### src/rtl/seq_mult_16bit.sv
`default_nettype none
// ============================================================================
//  Module      : seq_mult_16bit
//  Description : Iterative shift-add 16x16 multiplier controller. Drives an
//                external 16-bit ripple adder (add_x/add_y/add_cin) and
//                consumes its result (add_s/add_cout/add_ov) once per cycle.
//                Produces a 32-bit product {A,Q} 17 cycles after an accepted
//                start.
//                Optional macro SIGNED_MULT_EN selects radix-2 Booth
//                (two's-complement operands); undefined = unsigned only.
//  Revision    : 1.0  initial release
// ============================================================================
module seq_mult_16bit #(
   parameter int WIDTH = 16,
   parameter int CNT_W = 5
) (
   input  logic                 clk,
   input  logic                 reset,
   input  logic                 start,
   input  logic [WIDTH-1:0]     a_in,
   input  logic [WIDTH-1:0]     b_in,
   output logic                 busy,
   output logic                 done,
   output logic [2*WIDTH-1:0]   product,
   output logic [WIDTH-1:0]     add_x,
   output logic [WIDTH-1:0]     add_y,
   output logic                 add_cin,
   input  logic [WIDTH-1:0]     add_s,
   input  logic                 add_cout,
   input  logic                 add_ov
);

   typedef enum logic [1:0] {
      S_IDLE = 2'd0,
      S_CALC = 2'd1,
      S_DONE = 2'd2
   } state_t;

   localparam logic [CNT_W-1:0] LAST_ITER = CNT_W'(WIDTH - 1);

   state_t             state;
   logic [WIDTH-1:0]   acc;     // accumulator A (upper product half)
   logic [WIDTH-1:0]   mq;      // multiplier Q (lower product half)
   logic [WIDTH-1:0]   mcand;   // multiplicand M
   logic [CNT_W-1:0]   cnt;
   logic [WIDTH-1:0]   acc_next;

`ifdef SIGNED_MULT_EN
   logic               q_m1;    // Booth history bit Q[-1]
   logic               unused_cout;
   assign unused_cout = add_cout;
`else
   logic               unused_ov;
   assign unused_ov = add_ov;
`endif

   assign product = {acc, mq};

   // Adder operand selection: purely from registers, valid in every state
   always_comb begin
      add_x   = acc;
      add_y   = '0;
      add_cin = 1'b0;
`ifdef SIGNED_MULT_EN
      case ({mq[0], q_m1})
         2'b01:   begin add_y = mcand; add_cin = 1'b0; end
         2'b10:   begin add_y = mcand; add_cin = 1'b1; end
         default: begin add_y = '0;    add_cin = 1'b0; end
      endcase
`else
      add_y   = mq[0] ? mcand : '0;
`endif
   end

   // Shifted accumulator: carry-in at the top (unsigned) or true sign (Booth)
   always_comb begin
`ifdef SIGNED_MULT_EN
      acc_next = {add_s[WIDTH-1] ^ add_ov, add_s[WIDTH-1:1]};
`else
      acc_next = {add_cout, add_s[WIDTH-1:1]};
`endif
   end

   // Control FSM and datapath registers with registered busy/done
   always_ff @(posedge clk) begin
      if (reset) begin
         state <= S_IDLE;
         acc   <= '0;
         mq    <= '0;
         mcand <= '0;
         cnt   <= '0;
         busy  <= 1'b0;
         done  <= 1'b0;
`ifdef SIGNED_MULT_EN
         q_m1  <= 1'b0;
`endif
      end else begin
         case (state)
            S_IDLE, S_DONE: begin
               done <= 1'b0;
               if (start) begin
                  mcand <= a_in;
                  mq    <= b_in;
                  acc   <= '0;
                  cnt   <= '0;
`ifdef SIGNED_MULT_EN
                  q_m1  <= 1'b0;
`endif
                  state <= S_CALC;
                  busy  <= 1'b1;
               end else begin
                  state <= S_IDLE;
                  busy  <= 1'b0;
               end
            end
            S_CALC: begin
               acc <= acc_next;
               mq  <= {add_s[0], mq[WIDTH-1:1]};
`ifdef SIGNED_MULT_EN
               q_m1 <= mq[0];
`endif
               cnt <= cnt + 1'b1;
               if (cnt == LAST_ITER) begin
                  state <= S_DONE;
                  busy  <= 1'b0;
                  done  <= 1'b1;
               end
            end
            default: begin
               state <= S_IDLE;
               busy  <= 1'b0;
               done  <= 1'b0;
            end
         endcase
      end
   end

endmodule
`default_nettype wire

### config.mk
export PLATFORM = sky130hd
export DESIGN_NAME = seq_mult_16bit
export DESIGN_NICKNAME = d
export VERILOG_FILES = /design/src/rtl/seq_mult_16bit.sv
export SDC_FILE = /design/constraint.sdc
export NUM_CORES = 1
export LEC_CHECK = 0
export CAP_MARGIN = 20
export CORE_UTILIZATION = 42
export DETAILED_ROUTE_END_ITERATION = 10
export PLACE_DENSITY_LB_ADDON = 0.3
export SYNTH_ARGS = -nofsm -noshare
export SYNTH_HDL_FRONTEND = slang
export SYNTH_SLANG_ARGS = --single-unit
### constraint.sdc
create_clock -name clk -period 2.48 [get_ports clk]
set_input_delay 0.496 -clock clk [delete_from_list [all_inputs] [get_ports clk]]
set_output_delay 0.496 -clock clk [all_outputs]
set_load 0.01 [all_outputs]
==> metrics, run 1 <==
# hold bufs at CTS 0; most numerous cell in the Yosys netlist dfxtp_1; clock skew 0.006056 ns; row count 26; # IOs 120; worst-margin pin slew 0.7376 ns; drt total wl 5679 µm; minimum clock period between 2 and 2.5 ns; Max Root-Sink Buffers 2; Post-CTS Setup Inserts 0; status complete, no violations; footprint of the multi-input gates 939.7 µm²; drt initial violations 55; Max Cap Violations 0; Worst-Skew Late Latency 0.33 ns; setup violators final 0; worst hold path type flop to flop; die area 5840 µm²; Register Area 1141 µm²; RSZ-0062 raised after global routing no; vias in the first global route 1994; Slew Limit Fails 0; WL per Instance 13.36 µm; post-synthesis adder-cell area fraction 0.01076; initial antenna violation count 0; area leader, netlist dfxtp_1; fraction of registers with async set/reset 0; worst path arrival time 1.67 ns; drt pass-1 iters 5; # DRC 0; # port buffers 117; final setup margin 0.3148 ns; maximum vdd drop around 390 µV; worst endpoint required time around 2.0 ns; CTS H-tree lvls 3; Placed Cells 409; Top FF cell, synth dfxtp_1; area delta synth->final 54.33%; Ys Warns 0; Fill cells 433; pre-CTS setup slack 0.4796 ns; Antenna Nets Post-Route 0; sequential fraction of the synthesis area 0.4906; CP endpoint kind output pin; number of synthesized flops with an enable pin 0; cts bufs inserted 9; mux contribution to synthesized area 0.009683; Nets 405; period utilization 0.8731; largest family of logic cells by synthesized area compound AO/OA/AOI/OAI gates; post-synthesis xor/xnor area fraction 0; first-pass GRT wire length 9335 µm; leakage power 0.001343 µW; largest net degree at the start of global routing 33; distinct cell type count after synthesis 30; Min Hold Slack 0.4476 ns; setup TNS 0 ns; fmax around 0.46 GHz; pwr/cell area 612.3 nW/µm²; Tot GR Track Use 0.2025; FF-to-FF path depth 4; core box area 5205 µm²; FF-to-FF End add_x[12]$_SDFFE_PP0P_; detailed-placement wirelength estimate 3890 µm; GPL Wtd Cong around 0.74; GR Overflow Total 0; Syn Inst Count around 250; PnR Total Power approximately 2200 µW; top cells by count, synth 57 x dfxtp_1, 34 x a21oi_1, 34 x nand2_1, 19 x buf_4; post-synthesis simple-gate area fraction 0.1786; synthesized net count 307; crit path launch mq[0]$_SDFFE_PP0P_; vias per cell between 5 and 6; Crit Reg-Reg Startpoint state[0]$_SDFFE_PP0P_; Die Wd 76.42 µm; # diodes 0; Clock Tree Root clkbuf_8; CP startpoint kind flop; #FFs+latches synth 57; synthesized area per cell 9.230 µm²; CP endpoint add_y[0]; WS Path Type flop to output pin; Cell Area, Synth 2326 µm²; die height approximately 76 µm; slew margin rel. 0.5078; clock sink count 57; critical-path maximum fanout 18; PostCTS Resize Cnt 0; Hold Vio Cnt, Final 0; share of cells above drive strength 1 0.07042; worst reg2reg setup slack 0.91 ns; fraction of synthesized cell area taken by the top area cell type 0.4906; CTS tree done; dominant cells by area after synthesis dfxtp_1 49%, a21oi_1 7.3%, a22o_1 6.4%, buf_4 6.1%, nand2_1 5.5%; via count roughly 2.1k; CTS clk-pin slew, worst paths 0.06 ns; Initial Util 0.4469; Synth Area in Compound Gates 0.2023; final std cells w/o fill 425
stage by stage:
step	utilization	cell area, µm²
2_1_floorplan	-	2326
3_3_place_gp	0.6534	3401
3_5_place_dp	0.6534	3401
4_1_cts	0.6897	3590
5_1_grt	0.6897	3590
6_report	0.6897	3590
power by group:
group | switching [µW] | internal [µW] | total (µW) | leakage (µW)
sequential | 38.9 | 969 | 1010 | 0.000467
combinational | 153 | 214 | 367 | 0.000779
clock | 334 | 489 | 823 | 0.0000974
cell families after synthesis:
group           after synthesis
compound gates               71
buf+inv                      37
other cells                   1
simple gates                 82
flops                        57
mux                           2
fa+ha+maj                     2
registers in the layout, indices dropped and copies added, names as in the netlist:
| name | cells |
|---|---|
| add_x | 16 |
| mcand | 16 |
| mq | 16 |
| cnt | 5 |
| state | 2 |
| busy | 1 |
| done | 1 |
layer usage:
layer  track usage  wire [µm]  vias up
met5             0          0        -
met4       0.09808        104        0
met3       0.04671        359       10
met2        0.3342       2725       88
met1        0.2474       2488      978
li1              -          -     1055
layout make-up:
cell class,count,share of cell area
repair buffers,123,0.3423
flip-flops and latches,57,0.3179
multi-input cells,158,0.2618
clock buffers,13,0.04148
well taps,70,0.02440
clock inverters,3,0.01115
inverters,1,0.001046
critical path, cell delays in order (launching register included):
cell             delay (ns)
dfxtp_1                0.60
and2_1                 0.20
clkdlybuf4s50_1        0.55
cell usage in the layout (no fill, tap or decap):
cell type,count
a211oi_1,1
dfxtp_1,57
conb_1,1
ha_1,2
nand2b_1,3
a311oi_1,1
nor2b_2,1
a22oi_1,15
nor3b_1,1
buf_4,5
nor2_2,1
and3_1,1
nor3_4,1
buf_12,1
and2_1,17
mux2_2,2
inv_1,1
nand3b_1,1
a21oi_1,34
a22o_1,17
bufinv_16,1
nand3_1,16
nand2_1,34
clkbuf_8,10
nand4_1,1
nor2_1,3
nor3_1,1
clkdlybuf4s50_1,117
and2b_4,1
clkinv_2,2
o21a_1,2
a21o_1,1
clkbuf_1,3
worst min-delay path by stage:
stage | endpoint | slack (ns) | from | cells past startpoint
CTS | mcand[6]$_SDFFE_PP0P_ | 0.45 | mcand[6]$_SDFFE_PP0P_ | 2
finish | mcand[11]$_SDFFE_PP0P_ | 0.45 | mcand[11]$_SDFFE_PP0P_ | 2
floorplan | cnt[4]$_SDFFE_PP0P_ | 0.43 | cnt[4]$_SDFFE_PP0P_ | 1
detailed placement | cnt[4]$_SDFFE_PP0P_ | 0.44 | cnt[4]$_SDFFE_PP0P_ | 1
global placement | cnt[4]$_SDFFE_PP0P_ | 0.43 | cnt[4]$_SDFFE_PP0P_ | 1
global route | mcand[14]$_SDFFE_PP0P_ | 0.48 | mcand[14]$_SDFFE_PP0P_ | 2
(Power assumes the default switching activity.)
==> run 2: changes to the inputs <==
--- a/config.mk
+++ b/config.mk
@@ -6,7 +6,9 @@
 export NUM_CORES = 1
 export LEC_CHECK = 0
 export CAP_MARGIN = 20
-export CORE_UTILIZATION = 42
+export CELL_PAD_IN_SITES_DETAIL_PLACEMENT = 1
+export CELL_PAD_IN_SITES_GLOBAL_PLACEMENT = 1
+export CORE_UTILIZATION = 30
 export DETAILED_ROUTE_END_ITERATION = 10
 export PLACE_DENSITY_LB_ADDON = 0.3
 export SYNTH_ARGS = -nofsm -noshare
==> run 2 against run 1 <==
Fmax shrank 1.9%. Critical endpoint is now add_y[3]. Final cell count grew 7.1%. Highest routed layer unchanged. Clock-buffer cell count shrank 3. Non-clock buffer count grew 1. Sequential share of layout area shrank 0.33 points. Total power grew 1.6%.
==> metrics, run 2 (same netlist as run 1, synthesis figures left out) <==
status complete, no violations; PostCTS Resize Cnt 0; Slew Limit Fails 0; worst path arrival time 1.71 ns; most frequent cells in the layout 117 x clkdlybuf4s50_1, 57 x dfxtp_1, 34 x a21oi_1, 34 x nand2_1; # hold bufs at CTS 0; commonest non-fill, non-tap cell in the layout clkdlybuf4s50_1; WS Path Type flop to output pin; share of cells above drive strength 1 0.08146; area delta synth->final 55.94%; clock sink count 57; maximum vdd drop approximately 250 µV; Hold Vio Cnt, Final 0; RSZ-0062 raised after global routing no; worst endpoint required time 1.98 ns; Critical path buffers and inverters 1; critical-path maximum fanout 18; worst-margin pin slew approximately 0.78 ns; Post-CTS Setup Inserts 0; Initial Util 0.3156; detailed-placement wirelength estimate 4437 µm; drt initial violations 61; die height between 90 and 100 µm; CP endpoint kind output pin; # diodes 0; minimum clock period 2.207 ns; pwr/cell area 615.7 nW/µm²; Die Wd around 90 µm; drt total wl 6511 µm; initial antenna violation count 0; Max Root-Sink Buffers 2; Antenna Nets Post-Route 0; largest net degree at the start of global routing 40; Fill cells between 800 and 900; setup TNS 0 ns; Tot GR Track Use 0.1608; CP startpoint kind flop; clock skew 0.01142 ns; Worst-Skew Late Latency 0.33 ns; GR Overflow Total 0; die area slightly above 8000 µm²; row count 31; leakage power approximately 0.0013 µW; worst hold path type flop to flop; GPL Wtd Cong 0.6871; period utilization 0.8900; CTS tree done; CTS H-tree lvls 3; final setup margin 0.2728 ns; CTS clk-pin slew, worst paths roughly 0.070 ns; placed cell area around 3400 µm²; WL per Instance 14.31 µm; setup violators final 0; cell family with most CP delay flip-flops; Nets 406; final std cells w/o fill between 400 and 500; pre-CTS setup slack 0.4748 ns; Final Cell Area 3627 µm²; drt pass-1 iters 5; Clock Tree Root clkbuf_8; first-pass GRT wire length ~10000 µm; fmax 0.4531 GHz; vias per cell 4.796; vias in the first global route between 2k and 2.5k; slew margin rel. 0.4816; Slowest Stage Delay on Critical Path between 0.6 and 0.7 ns; # port buffers between 100 and 150; Placed Cells 439; # IOs 120; Core Util, Final 0.4922; Max Cap Violations 0; cts bufs inserted 9; via count roughly 2.2k; core box area 7370 µm²; worst path cell trace and2_1 > clkdlybuf4s50_1; CP max-delay cell dfxtp_1; # DRC 0
## run 2: stage by stage
stage                     hold slack, ns  power [µW]
after floorplan                   0.4264        1205
final                             0.4491        2233
after detailed placement          0.4393        1405
after CTS                         0.4539        2267
after global placement            0.4343        1397
after global routing              0.4750        2347
## run 2: metal layers
metal	GRT usage	vias up	wire, µm
li1	-	1057	-
met1	0.1904	1039	2918
met2	0.2710	78	3101
met3	0.04061	8	393
met4	0.07661	0	97
met5	0	-	0
## run 2: cell type report
type                       count  area [µm²]  share of cell area
tap                           99       123.9             0.03415
sequential                    57        1141              0.3146
multi-input combinational    158       939.7              0.2591
inverter                       1       3.754            0.001035
timing repair buffer         124        1224              0.3374
clock inverter                 6       57.56             0.01587
clock buffer                  10       137.6             0.03794
## run 2: path summary, 6_finish.rpt
check,to,start,slack (ns),cells after the start
worst max-delay path,add_y[3],mq[0]$_SDFFE_PP0P_,0.27,2
worst min-delay path,mcand[7]$_SDFFE_PP0P_,mcand[7]$_SDFFE_PP0P_,0.45,2
worst max register to register,add_x[8]$_SDFFE_PP0P_,state[0]$_SDFFE_PP0P_,0.97,3
worst min register to register,mcand[7]$_SDFFE_PP0P_,mcand[7]$_SDFFE_PP0P_,0.45,2
## run 2: power breakdown
part	internal, µW	leakage [µW]	switching, µW	total (µW)
clock network	484	0.000102	369	853
logic	213	0.000780	159	372
registers	969	0.000467	39.2	1010
## run 2: worst min-delay path: cells and delay by family (launching register included)
| family | cells | cell delay (ns) |
|---|---|---|
| AOI/OAI and AO/OA | 1 | 0.05 |
| DFF | 1 | 0.30 |
| and+or+nand+nor | 1 | 0.05 |
==> run 3: changes to the inputs <==
--- a/config.mk
+++ b/config.mk
@@ -8,8 +8,10 @@
 export CAP_MARGIN = 20
 export CELL_PAD_IN_SITES_DETAIL_PLACEMENT = 1
 export CELL_PAD_IN_SITES_GLOBAL_PLACEMENT = 1
-export CORE_UTILIZATION = 30
+export CORE_MARGIN = 5
+export CORE_UTILIZATION = 39
 export DETAILED_ROUTE_END_ITERATION = 10
+export DONT_BUFFER_PORTS = 1
 export PLACE_DENSITY_LB_ADDON = 0.3
 export SYNTH_ARGS = -nofsm -noshare
 export SYNTH_HDL_FRONTEND = slang
==> constraint.sdc (replaced) <==
create_clock -name clk -period 1.9 [get_ports clk]
set_input_delay 0.38 -clock clk [delete_from_list [all_inputs] [get_ports clk]]
set_output_delay 0.38 -clock clk [all_outputs]
set_load 0.01 [all_outputs]
==> run 3 against run 2 <==
Sequential power increased by 34%. Non-clock buffer count decreased by 118. Utilization decreased by 7.9 points. Critical path depth down 1. Critical path type unchanged. Largest power group unchanged.
==> metrics, run 3 (same netlist as run 1, synthesis figures left out) <==
CTS tree done; Worst-Skew Late Latency between 0.3 and 0.4 ns; Slowest Stage Delay on Critical Path 0.66 ns; CP max-delay cell dfxtp_1; Min Hold Slack 0.1195 ns; Final Cell Area 2416 µm²; worst path arrival time 1.27 ns; PnR Total Power 2615 µW; drt total wl 5608 µm; largest net degree at the start of global routing 42; worst hold path type primary input to flop; drt pass-1 iters 4; drt initial violations 79; worst path cell trace and2_1; detailed-placement wirelength estimate between 3000 and 4000 µm; initial antenna violation count 0; placed cell area roughly 2200 µm²; CTS H-tree lvls 3; WL per Instance 17.92 µm; period utilization 0.8676; # DRC 0; Max Cap Violations 0; leakage power 0.0009160 µW; Core Util, Final 0.4130; Post-CTS Setup Inserts 0; share of cells above drive strength 1 0.1134; # hold bufs at CTS 0; worst-margin pin slew 0.7245 ns; GR Overflow Total 0; die area around 7600 µm²; # port buffers 0; vias in the first global route 1803; fmax 0.6067 GHz; die height roughly 87 µm; cts bufs inserted 9; commonest non-fill, non-tap cell in the layout dfxtp_1; worst endpoint required time between 1.5 and 2 ns; Slew Limit Fails 0; CP endpoint kind output pin; worst reg2reg setup slack approximately 0.38 ns; FF-to-FF path depth 3; most frequent cells in the layout 57 x dfxtp_1, 34 x a21oi_1, 34 x nand2_1, 17 x and2_1, 17 x a22o_1; slew margin rel. 0.5154; Clock Tree Root clkbuf_8; Worst Hold Depth 1; clock sink count 57; RSZ-0062 raised after global routing no; PostCTS Resize Cnt 0; Hold Vio Cnt, Final 0; CP Depth 1; row count 28; first-pass GRT wire length slightly below 9000 µm; pwr/cell area around 1100 nW/µm²; GPL Wtd Cong 0.6693; Critical path buffers and inverters 0; Max Root-Sink Buffers 2; Die Wd just under 90 µm; setup violators final 0; maximum vdd drop 436.0 µV; critical-path maximum fanout 18; status complete, no violations; clock skew 0.002363 ns; via count around 1.7k; core box area 5851 µm²; minimum clock period between 1.5 and 2 ns; WS Path Type flop to output pin; Antenna Nets Post-Route 0; Nets 288; CP startpoint kind flop; area delta synth->final 3.873%; Initial Util 0.3976; vias per cell around 5.5; CTS clk-pin slew, worst paths roughly 0.06 ns; cell family with most CP delay flip-flops; # IOs 120; # diodes 0; setup TNS 0 ns; Tot GR Track Use 0.1507
==> run 3: layout make-up <==
| class | instances | area (µm²) |
|---|---|---|
| repair buffers | 6 | 45.04 |
| multi-input cells | 158 | 939.7 |
| flip-flops and latches | 57 | 1141 |
| fillers | 668 | 3435 |
| clock inverters | 2 | 10.01 |
| inverters | 1 | 3.754 |
| clock buffers | 14 | 182.7 |
| well taps | 75 | 93.84 |
==> run 3: final timing paths <==
check	from	endpoint
worst max-delay path	mq[0]$_SDFFE_PP0P_	add_y[6]
worst min-delay path	reset	mq[8]$_SDFFE_PP0P_
worst max register to register	state[1]$_SDFFE_PP0P_	add_x[13]$_SDFFE_PP0P_
worst min register to register	mcand[13]$_SDFFE_PP0P_	mcand[13]$_SDFFE_PP0P_
==> run 3: through the flow <==
stage / cells / worst slack [ns]
floorplan: 252 / 0.6479
global placement: 297 / 0.4279
detailed placement: 297 / 0.3735
CTS: 313 / 0.2276
global route: 313 / 0.1452
finish: 313 / 0.2516
==> run 3: power by group <==
part	internal (µW)	switching, µW	leakage (µW)
clock	612	450	0.000102
combinational	79.9	120	0.000347
sequential	1270	87.7	0.000467
==> run 3: routing by layer <==
| layer | vias up | routed length, µm | global-route usage |
|---|---|---|---|
| met3 | 7 | 564 | 0.06339 |
| met2 | 67 | 2623 | 0.2319 |
| met1 | 817 | 2322 | 0.1809 |
| met4 | 0 | 97 | 0.07252 |
| met5 | - | 0 | 0 |
| li1 | 820 | - | - |
